`src/rtl/if_queue_pkg.sv`:
```
// rtl/if_queue_pkg.sv - shared types and sizes for the instruction fetch queue
//
// Holds the default widths/depth and the entry record carried from the
// SRAM response stage through the queue to decode.
package if_queue_pkg;

    localparam int IF_ADDR_WIDTH = 32;
    localparam int IF_INST_WIDTH = 32;
    localparam int IF_DEPTH      = 4;
    localparam int PTR_W         = $clog2(IF_DEPTH);

    // One decoded-side queue entry: fetch PC, fetched word and prediction.
    typedef struct packed {
        logic [IF_ADDR_WIDTH-1:0] pc;
        logic [IF_INST_WIDTH-1:0] inst;
        logic                     branch;
        logic [IF_ADDR_WIDTH-1:0] branch_addr;
    } fetch_entry_t;

endpackage

```
`src/rtl/sync_fifo.sv`:
```
// rtl/sync_fifo.sv - generic synchronous FIFO with synchronous clear
//
// Ports:
//   clk, rst      clock, synchronous active-high reset
//   push, din     write request and data (ignored when full without a pop)
//   pop           read request (ignored when empty)
//   clear         synchronous discard of all contents
//   dout          head entry (valid when count != 0)
//   count         occupancy, 0..DEPTH
module sync_fifo #(
    parameter type T     = logic [7:0],
    parameter int  DEPTH = 4
) (
    input  logic                   clk,
    input  logic                   rst,
    input  logic                   push,
    input  logic                   pop,
    input  logic                   clear,
    input  T                       din,
    output T                       dout,
    output logic [$clog2(DEPTH):0] count
);

    localparam int                PTR_W = $clog2(DEPTH);
    localparam logic [PTR_W:0]    FULL  = (PTR_W+1)'(DEPTH);

    T                 mem [DEPTH];
    logic [PTR_W-1:0] wr_ptr;
    logic [PTR_W-1:0] rd_ptr;
    logic             do_push;
    logic             do_pop;

    assign do_pop  = pop && (count != '0);
    // A full FIFO may still accept a write when the head leaves the same cycle.
    assign do_push = push && ((count != FULL) || do_pop);
    assign dout    = mem[rd_ptr];

    // Storage needs no reset; validity is tracked by count alone.
    always_ff @(posedge clk) begin
        if (do_push && !clear) begin
            mem[wr_ptr] <= din;
        end
    end

    always_ff @(posedge clk) begin
        if (rst || clear) begin
            wr_ptr <= '0;
            rd_ptr <= '0;
            count  <= '0;
        end else begin
            if (do_push) begin
                wr_ptr <= wr_ptr + 1'b1;
            end
            if (do_pop) begin
                rd_ptr <= rd_ptr + 1'b1;
            end
            case ({do_push, do_pop})
                2'b10:   count <= count + 1'b1;
                2'b01:   count <= count - 1'b1;
                default: count <= count;
            endcase
        end
    end

endmodule

```
`src/rtl/if_inst_queue.sv`:
```
// rtl/if_inst_queue.sv - instruction fetch queue between PC generator and decode
//
// Ports:
//   clk, rst                          clock, synchronous active-high reset
//   fetch_valid, fetch_pc             new PC request from fetch
//   fetch_branch, fetch_branch_addr   prediction attached to that PC
//   fetch_stall                       fetch must hold its PC (not accepted)
//   flush                             drop all queued and in-flight entries
//   imem_en, imem_addr, imem_rdata    synchronous instruction SRAM port
//   id_valid, id_ready                decode handshake on the queue head
//   id_pc, id_inst, id_branch,
//   id_branch_addr                    head entry fields (zero when empty)
module if_inst_queue
    import if_queue_pkg::*;
#(
    parameter int DEPTH      = IF_DEPTH,
    parameter int ADDR_WIDTH = IF_ADDR_WIDTH,
    parameter int INST_WIDTH = IF_INST_WIDTH
) (
    input  logic                  clk,
    input  logic                  rst,
    input  logic                  fetch_valid,
    input  logic [ADDR_WIDTH-1:0] fetch_pc,
    input  logic                  fetch_branch,
    input  logic [ADDR_WIDTH-1:0] fetch_branch_addr,
    output logic                  fetch_stall,
    input  logic                  flush,
    output logic                  imem_en,
    output logic [ADDR_WIDTH-1:0] imem_addr,
    input  logic [INST_WIDTH-1:0] imem_rdata,
    output logic                  id_valid,
    input  logic                  id_ready,
    output logic [ADDR_WIDTH-1:0] id_pc,
    output logic [INST_WIDTH-1:0] id_inst,
    output logic                  id_branch,
    output logic [ADDR_WIDTH-1:0] id_branch_addr
);

    localparam int             CW        = $clog2(DEPTH) + 1;
    localparam logic [CW:0]    OCC_LIMIT = (CW+1)'(DEPTH);

    logic                  inflight_v;
    logic [ADDR_WIDTH-1:0] inflight_pc;
    logic                  inflight_branch;
    logic [ADDR_WIDTH-1:0] inflight_branch_addr;

    logic [CW-1:0]         count;
    logic [CW:0]           occupancy;
    logic                  accept;
    fetch_entry_t          enq_entry;
    fetch_entry_t          head;

    // Credit check uses registered state only: the in-flight word already
    // owns a slot, and a same-cycle pop is deliberately not credited so that
    // id_ready never reaches fetch_stall combinationally.
    assign occupancy   = {1'b0, count} + {{CW{1'b0}}, inflight_v};
    assign fetch_stall = (occupancy >= OCC_LIMIT);

    assign accept    = fetch_valid && !fetch_stall && !flush;
    assign imem_en   = accept;
    assign imem_addr = fetch_pc;

    always_ff @(posedge clk) begin
        if (rst) begin
            inflight_v           <= 1'b0;
            inflight_pc          <= '0;
            inflight_branch      <= 1'b0;
            inflight_branch_addr <= '0;
        end else begin
            // accept is already low during flush, which kills the in-flight slot
            inflight_v <= accept;
            if (accept) begin
                inflight_pc          <= fetch_pc;
                inflight_branch      <= fetch_branch;
                inflight_branch_addr <= fetch_branch_addr;
            end
        end
    end

    always_comb begin
        enq_entry             = '0;
        enq_entry.pc          = inflight_pc;
        enq_entry.inst        = imem_rdata;
        enq_entry.branch      = inflight_branch;
        enq_entry.branch_addr = inflight_branch_addr;
    end

    sync_fifo #(
        .T     (fetch_entry_t),
        .DEPTH (DEPTH)
    ) u_fifo (
        .clk   (clk),
        .rst   (rst),
        .push  (inflight_v && !flush),
        .pop   (id_valid && id_ready && !flush),
        .clear (flush),
        .din   (enq_entry),
        .dout  (head),
        .count (count)
    );

    // Head fields are forced to zero when empty so stale storage never leaks.
    assign id_valid       = (count != '0);
    assign id_pc          = id_valid ? head.pc          : '0;
    assign id_inst        = id_valid ? head.inst        : '0;
    assign id_branch      = id_valid ? head.branch      : 1'b0;
    assign id_branch_addr = id_valid ? head.branch_addr : '0;

endmodule

```
`config.mk`:
```
export PLATFORM = sky130hd
export DESIGN_NAME = if_inst_queue
export DESIGN_NICKNAME = d
export VERILOG_FILES = /design/src/rtl/if_queue_pkg.sv /design/src/rtl/sync_fifo.sv /design/src/rtl/if_inst_queue.sv
export SDC_FILE = /design/constraint.sdc
export NUM_CORES = 1
export LEC_CHECK = 0
export CORE_MARGIN = 1.5
export CORE_UTILIZATION = 41
export DETAILED_ROUTE_END_ITERATION = 12
export HOLD_SLACK_MARGIN = 0.15
export PLACE_DENSITY = 0.67
export SYNTH_ARGS = -nofsm -noshare
export SYNTH_HDL_FRONTEND = slang
export SYNTH_HIERARCHICAL = 1
export SYNTH_SLANG_ARGS = --single-unit
```
`constraint.sdc`:
```
create_clock -name clk -period 4.8 [get_ports clk]
set_input_delay 0.96 -clock clk [delete_from_list [all_inputs] [get_ports clk]]
set_output_delay 0.96 -clock clk [all_outputs]
set_load 0.05 [all_outputs]
```
**Word level (Yosys, flattened, before mapping)**

Memory sizes are Yosys's and may differ from the RTL's. A register that Yosys moved wholly into a read port is not among the register bits.
Index checks and enable logic that the tools add are counted.

- $add $sub $neg: 5
- $lt $le $gt $ge: 1
- Eq/ne operators: 3
- Muxes and demuxes: 9
- Reduce and logical (&&, ||, !) cells: 14

Operators by type and width:

| kind | count |
|---|---|
| two-way mux 32 bit | 3 |
| logical AND 1 bit | 8 |
| one-hot mux 3 bit (2 select lines) | 1 |
| adder 2 x 1 -> 2 bit (second input constant) | 2 |
| adder 3 x 1 -> 4 bit | 1 |
| greater-or-equal comparator 4 x 3 -> 1 bit (second input constant) | 1 |
| two-way mux 2 bit | 2 |
| adder 3 x 1 -> 3 bit (second input constant) | 1 |
| two-way mux 1 bit | 3 |
| inequality test 3 bit (second input constant) | 1 |
| nonzero test 3 bit | 1 |
| subtractor 3 x 1 -> 3 bit (second input constant) | 1 |
| == test 2 x 1 -> 1 bit (second input constant) | 1 |
| == test 2 bit (second input constant) | 1 |
| zero test 1 bit | 2 |
| logical OR 1 bit | 2 |
| nonzero test 2 bit | 1 |

- Register bits after elaboration: 73
- RAM bits: 388
- Input port bits: 102
- Output and inout port bits: 132
- Logic and storage cells: 40
- Memories: 1

Memories:

| memory | words | bits a word | rd ports | clocked after memory_dff | write ports | RTL line | source |
|---|---|---|---|---|---|---|---|
| u_fifo.mem | 4 | 97 | 1 | 1 | 1 | sync_fifo.sv:27 | `T mem [DEPTH];` |

**Logic depth before layout (Yosys ltp)**

- Depth in word-level cells: 9
- Mapped depth: 11
- Depth with buffers taken out: 8

**Cells and area by module**

The synthesis kept the hierarchy.

Modules (own cells, without submodules):

| module | instances | cells an instance | area an instance (um^2) | seq. area each (um^2) |
|---|---|---|---|---|
| sync_fifo | 1 | 570 | 14543.9 | 11831.3 |
| if_inst_queue | 1 | 428 | 3831.2 | 1321.3 |

**Worst setup path before layout**

No wires, ideal clock.

- Path type: input -> register
- From: input flush
- To: memory u_fifo/mem[0][0] (netlist bit) (enable)
- Setup time: 467 ps
- Data arrival time: 3882 ps
- Setup slack: 451 ps
- Cell stages on the path: 5
- Path through: nor2b_1 buf_2 inv_1 nor3_1 and2_1

- Cells in the longest elaborated chain, start to end: 8
- Elaborated cells on any way between the ends: 9
- Classes of those cells: 2 x mux; 7 x reduce/logical

Ends and longest elaborated chain:

| what | RTL line | source |
|---|---|---|
| from (decl) | if_inst_queue.sv:27 | `input logic flush,` |
| zero test 1 bit (*) | sync_fifo.sv:40, if_inst_queue.sv:94, if_inst_queue.sv:95 |  |
| logical AND 1 bit | if_inst_queue.sv:95 | `.pop (id_valid && id_ready && !flush),` |
| logical AND 1 bit | sync_fifo.sv:33 | `assign do_pop = pop && (count != '0);` |
| logical OR 1 bit | sync_fifo.sv:35 | `assign do_push = push && ((count != FULL) \|\| do_pop);` |
| logical AND 1 bit | sync_fifo.sv:35 |  |
| logical AND 1 bit (*) | sync_fifo.sv:40 | `if (do_push && !clear) begin` |
| two-way mux 1 bit (*) | sync_fifo.sv:40 |  |
| two-way mux 1 bit (not written as such) (*) | sync_fifo.sv:41 | `mem[wr_ptr] <= din;` |
| to (decl) | sync_fifo.sv:27 |  |

Every way passes the cells marked *; elsewhere a longest branch is shown, timed or not.

==> impl_summary.log <==
[metrics] Tot GR Track Use: between 10% and 20%
[metrics] shortest period the worst path allows: 4090 ps
[metrics] class of the most critical setup path: register to output port
[metrics] first-pass iteration count of the detailed router: 4
[metrics] xor and xnor area share after synthesis: less than 1%
[metrics] outcome: finished, final reports clean
[metrics] clock transition time at the flip-flop clock pins of the worst setup and hold paths: around 60 ps
[metrics] # resized after CTS: 0
[metrics] post-CTS setup buffer count: 0
[metrics] count of input and output buffers: approximately 230
[metrics] share of the clock period used by the worst path after layout: 85.3%
[metrics] GRT overflow: 0
[metrics] CTS max path bufs: 3
[metrics] TritonCTS clock tree: built
[metrics] number of fillers in the final layout: 3538
[metrics] Critical Path, Cell by Cell: buf_4 -> mux4_2 -> and2_1 -> clkdlybuf4s50_1
[metrics] worst path bufs/invs: 2
[metrics] slowest cell delay on critical path: about 720 ps
[metrics] end-of-flow core utilization: around half
[metrics] count of unresolved DRC violations after routing: 0
[metrics] setup repair after global routing missed its margin: no
[metrics] fraction of final layout cells sized beyond drive strength 1: approximately 16%
[metrics] placeable core area: 44200 um^2
[metrics] max_cap viols: 0
[metrics] Syn Nets: ~1100
[metrics] Final Instance Area: roughly 23000 um^2
[metrics] worst min-delay path category: register to register
[metrics] DP Wirelength: between 20000 and 25000 um
[metrics] vias post-DR: 9029
[metrics] Total Negative Setup Slacks: 0 ps
[metrics] largest delay contributor family on the critical path: buffers and inverters
[metrics] Max Fanout on Critical Path: 23
[metrics] later-pin clock latency in the skew report: between 500 and 600 ps
[metrics] area fraction in and, or, nand and nor cells after synthesis: 8.63%
[metrics] CP arrival: between 3000 and 4000 ps
[metrics] Slowest-stage cell, CP: sky130_fd_sc_hd__clkdlybuf4s50_1
[metrics] area overhead of the layout relative to synthesis: 24.2%
[metrics] CP endpoint kind: output port
[metrics] post-synthesis cell type count: 36
[metrics] average wire per cell in the routed design: about 19 um
[metrics] total wire length after detailed routing: about 36000 um
[metrics] final setup fails: 0
[metrics] DR vias/cell: between 4 and 5
[metrics] pin count of the biggest net entering global routing: around 120
[metrics] worst clock skew: 9.84 ps
[metrics] count of yosys warnings during synthesis: 6
[metrics] cells after synthesis: about 1000
[metrics] clk root buf: sky130_fd_sc_hd__clkbuf_16
[metrics] reported leakage power: 7.42 nW
[metrics] CTS Hold Bufs: 0
[metrics] first-pass GRT wire length: about 55000 um
[metrics] gp weighted congestion: ~0.71
[metrics] worst slew pin tran: 939 ps
[metrics] Die ar.: about 46000 um^2
[metrics] mean post-synth cell area: 18.4 um^2
[metrics] number of storage elements in the synthesis netlist: around 460
[metrics] fraction of the mapped netlist area in compound gates: 0.626%
[metrics] area of the mapped netlist: ~18000 um^2
[metrics] number of global-route vias before repair: 9601
[metrics] adder and majority cell fraction of the synthesized area: 0.381%
[metrics] Die Ht: between 200 and 250 um
[metrics] initial cell density of the core: 41.6%
[metrics] post-synthesis sequential area ratio: between 70% and 80%
[metrics] power density over the cells: roughly 370 nW/um^2
[metrics] dominant combinational cell family by area after synthesis: multiplexers
[metrics] relative slew slack: a little under two fifths
[metrics] final hold vios: 0
[metrics] WHS: approximately 500 ps
[metrics] fraction of synthesized area in multiplexers: 15.4%
[metrics] required time at the endpoint of the critical path: between 3000 and 4000 ps
[metrics] remaining antenna violation count after routing: 0
[metrics] final-report max-slew violation count: 0
[metrics] die boundary width: about 210 um
[metrics] DRT iter0 DRCs: 518
[metrics] number of buffers inserted during clock tree synthesis: 49
[metrics] Area after DPL: ~21000 um^2
[metrics] num rows: 77
[metrics] maximum VDD drop: approximately 0.24 mV
[metrics] Fmax achieved: about 240 MHz
[metrics] number of nets at the end of the flow: between 1000 and 1500
[metrics] antenna violations before repair: 1
[metrics] I/O pin count: roughly 230
[metrics] deepest level of the CTS H-tree: 2
[metrics] TritonCTS Sinks: 463
[metrics] kind of launch point of the worst setup path: register
-- logic make-up (layout without fill, tap and decap cells) --
logic type / Yosys count / after routing
buf+inv: 95 / 348
fa+ha+maj: 5 / 5
simple gates: 253 / 253
other cells: 0 / 1
xor+xnor: 4 / 4
mux: 162 / 162
compound gates: 16 / 16
flops: 463 / 463
-- where the power goes --
group / internal (W) / switching [W]
clock: 0.00228 / 0.00147
combinational: 0.000152 / 0.000152
sequential: 0.00438 / 0.0000337
total: 0.00682 / 0.00166
-- cell type report --
class | instances | area, um^2 | area share, %
Sequential cell | 463 | 13200 | 57.7
Multi-Input combinational cell | 440 | 4660 | 20.4
Timing Repair Buffer | 252 | 2600 | 11.4
Clock buffer | 71 | 1430 | 6.27
Tap cell | 592 | 741 | 3.25
Clock inverter | 20 | 201 | 0.883
Inverter | 5 | 18.8 | 0.0823
Antenna cell | 1 | 2.50 | 0.0110
-- cell usage in the layout, fill, tap and decap left out, types with 2 or more instances in the layout --
cell,netlist,routed
sky130_fd_sc_hd__o211ai_1,3,3
sky130_fd_sc_hd__mux2i_1,65,65
sky130_fd_sc_hd__clkdlybuf4s50_1,0,232
sky130_fd_sc_hd__nand3b_1,2,2
sky130_fd_sc_hd__inv_1,5,5
sky130_fd_sc_hd__edfxtp_1,388,388
sky130_fd_sc_hd__nor2_1,5,5
sky130_fd_sc_hd__a21oi_1,3,3
sky130_fd_sc_hd__xor2_1,4,4
sky130_fd_sc_hd__and2_4,0,4
sky130_fd_sc_hd__nand3_1,2,2
sky130_fd_sc_hd__and2_1,101,97
sky130_fd_sc_hd__nor2b_1,2,2
sky130_fd_sc_hd__bufinv_16,0,4
sky130_fd_sc_hd__clkinv_1,0,7
sky130_fd_sc_hd__o21ba_2,2,2
sky130_fd_sc_hd__clkinv_2,0,7
sky130_fd_sc_hd__dfxtp_4,0,2
sky130_fd_sc_hd__dfxtp_1,75,73
sky130_fd_sc_hd__clkbuf_16,0,51
sky130_fd_sc_hd__or2_2,2,2
sky130_fd_sc_hd__buf_4,33,10
sky130_fd_sc_hd__o21ai_0,2,2
sky130_fd_sc_hd__buf_12,1,10
sky130_fd_sc_hd__clkbuf_1,33,12
sky130_fd_sc_hd__nand2b_1,132,132
sky130_fd_sc_hd__mux4_2,97,97
sky130_fd_sc_hd__clkbuf_8,0,8
sky130_fd_sc_hd__ha_1,4,4
sky130_fd_sc_hd__or3_1,3,2
-- path summary, 6_finish.rpt --
kind / cells past startpoint / start / slack (ps) / endpoint
worst min-delay path: 0 / inflight_branch_addr[23] / 500 / u_fifo/mem[3][23]
worst max-delay path: 4 / register / 710 / id_pc[12]
worst min register to register: 0 / inflight_branch_addr[23] / 500 / u_fifo/mem[3][23]
worst max register to register: 6 / u_fifo/count[0] / 1290 / u_fifo/mem[0][64]
-- layer usage --
layer  vias to the layer above  share of wire, %  GRT usage, %
li1                       4193                 -             -
met1                      4584                44          20.5
met2                       201                50          26.4
met3                        49               4.6          3.74
met4                         2               1.8          4.20
met5                         -             0.036             0
-- registers in the layout, summed over array words and instances (netlist names), named ones only --
signal,count
u_fifo/mem,388
inflight_branch_addr,32
inflight_pc,32
u_fifo/count,3
u_fifo/rd_ptr,2
u_fifo/wr_ptr,2
inflight_branch,1
inflight_v,1
-- worst reg2reg max path: stages, from the launching register on --
cell                      delay (ps)
sky130_fd_sc_hd__dfxtp_1         520
sky130_fd_sc_hd__or3_4           670
sky130_fd_sc_hd__and3b_1         520
sky130_fd_sc_hd__nor4b_2         140
sky130_fd_sc_hd__nor3_1          390
sky130_fd_sc_hd__and2_4          360
sky130_fd_sc_hd__buf_12          490
-- through the flow --
stage / std cells / setup WS [ps] / power (W)
floorplan: 998 / 451 / 0.00466
global placement: 1752 / 807 / 0.00480
detailed placement: 1752 / 724 / 0.00481
CTS: 1843 / 600 / 0.00859
global route: 1843 / 496 / 0.00876
finish: 1844 / 707 / 0.00847
-- synth_stat cells --
master	n	share of area, %
sky130_fd_sc_hd__ha_1	4	0.27
sky130_fd_sc_hd__a21oi_1	3	0.082
sky130_fd_sc_hd__a31oi_1	1	0.034
sky130_fd_sc_hd__a221oi_1	1	0.048
sky130_fd_sc_hd__clkbuf_1	33	0.67
sky130_fd_sc_hd__o21ai_0	2	0.054
sky130_fd_sc_hd__buf_2	16	0.44
sky130_fd_sc_hd__nand2b_1	132	4.5
sky130_fd_sc_hd__and3b_1	1	0.048
sky130_fd_sc_hd__nor4b_2	1	0.082
sky130_fd_sc_hd__nor2b_1	2	0.068
sky130_fd_sc_hd__nor3b_2	1	0.068
sky130_fd_sc_hd__mux2i_1	65	3.5
sky130_fd_sc_hd__buf_8	3	0.25
sky130_fd_sc_hd__buf_4	33	1.3
sky130_fd_sc_hd__o31ai_1	1	0.041
sky130_fd_sc_hd__buf_6	4	0.25
sky130_fd_sc_hd__xor2_1	4	0.19
sky130_fd_sc_hd__fa_1	1	0.11
sky130_fd_sc_hd__o21ba_2	2	0.11
sky130_fd_sc_hd__nor3_1	1	0.027
sky130_fd_sc_hd__buf_12	1	0.11
sky130_fd_sc_hd__edfxtp_1	388	63
sky130_fd_sc_hd__and2_1	101	3.4
sky130_fd_sc_hd__or2_2	2	0.068
sky130_fd_sc_hd__nor2_1	5	0.10
sky130_fd_sc_hd__mux4_2	97	12
sky130_fd_sc_hd__o211ai_1	3	0.12
sky130_fd_sc_hd__o311ai_0	1	0.048
sky130_fd_sc_hd__nand3_1	2	0.054
sky130_fd_sc_hd__a31o_2	1	0.048
sky130_fd_sc_hd__dfxtp_1	75	8.2
sky130_fd_sc_hd__nand3b_1	2	0.082
sky130_fd_sc_hd__inv_1	5	0.10
sky130_fd_sc_hd__or3_1	3	0.10
sky130_fd_sc_hd__o21bai_1	1	0.041
(Power assumes the default switching activity.)
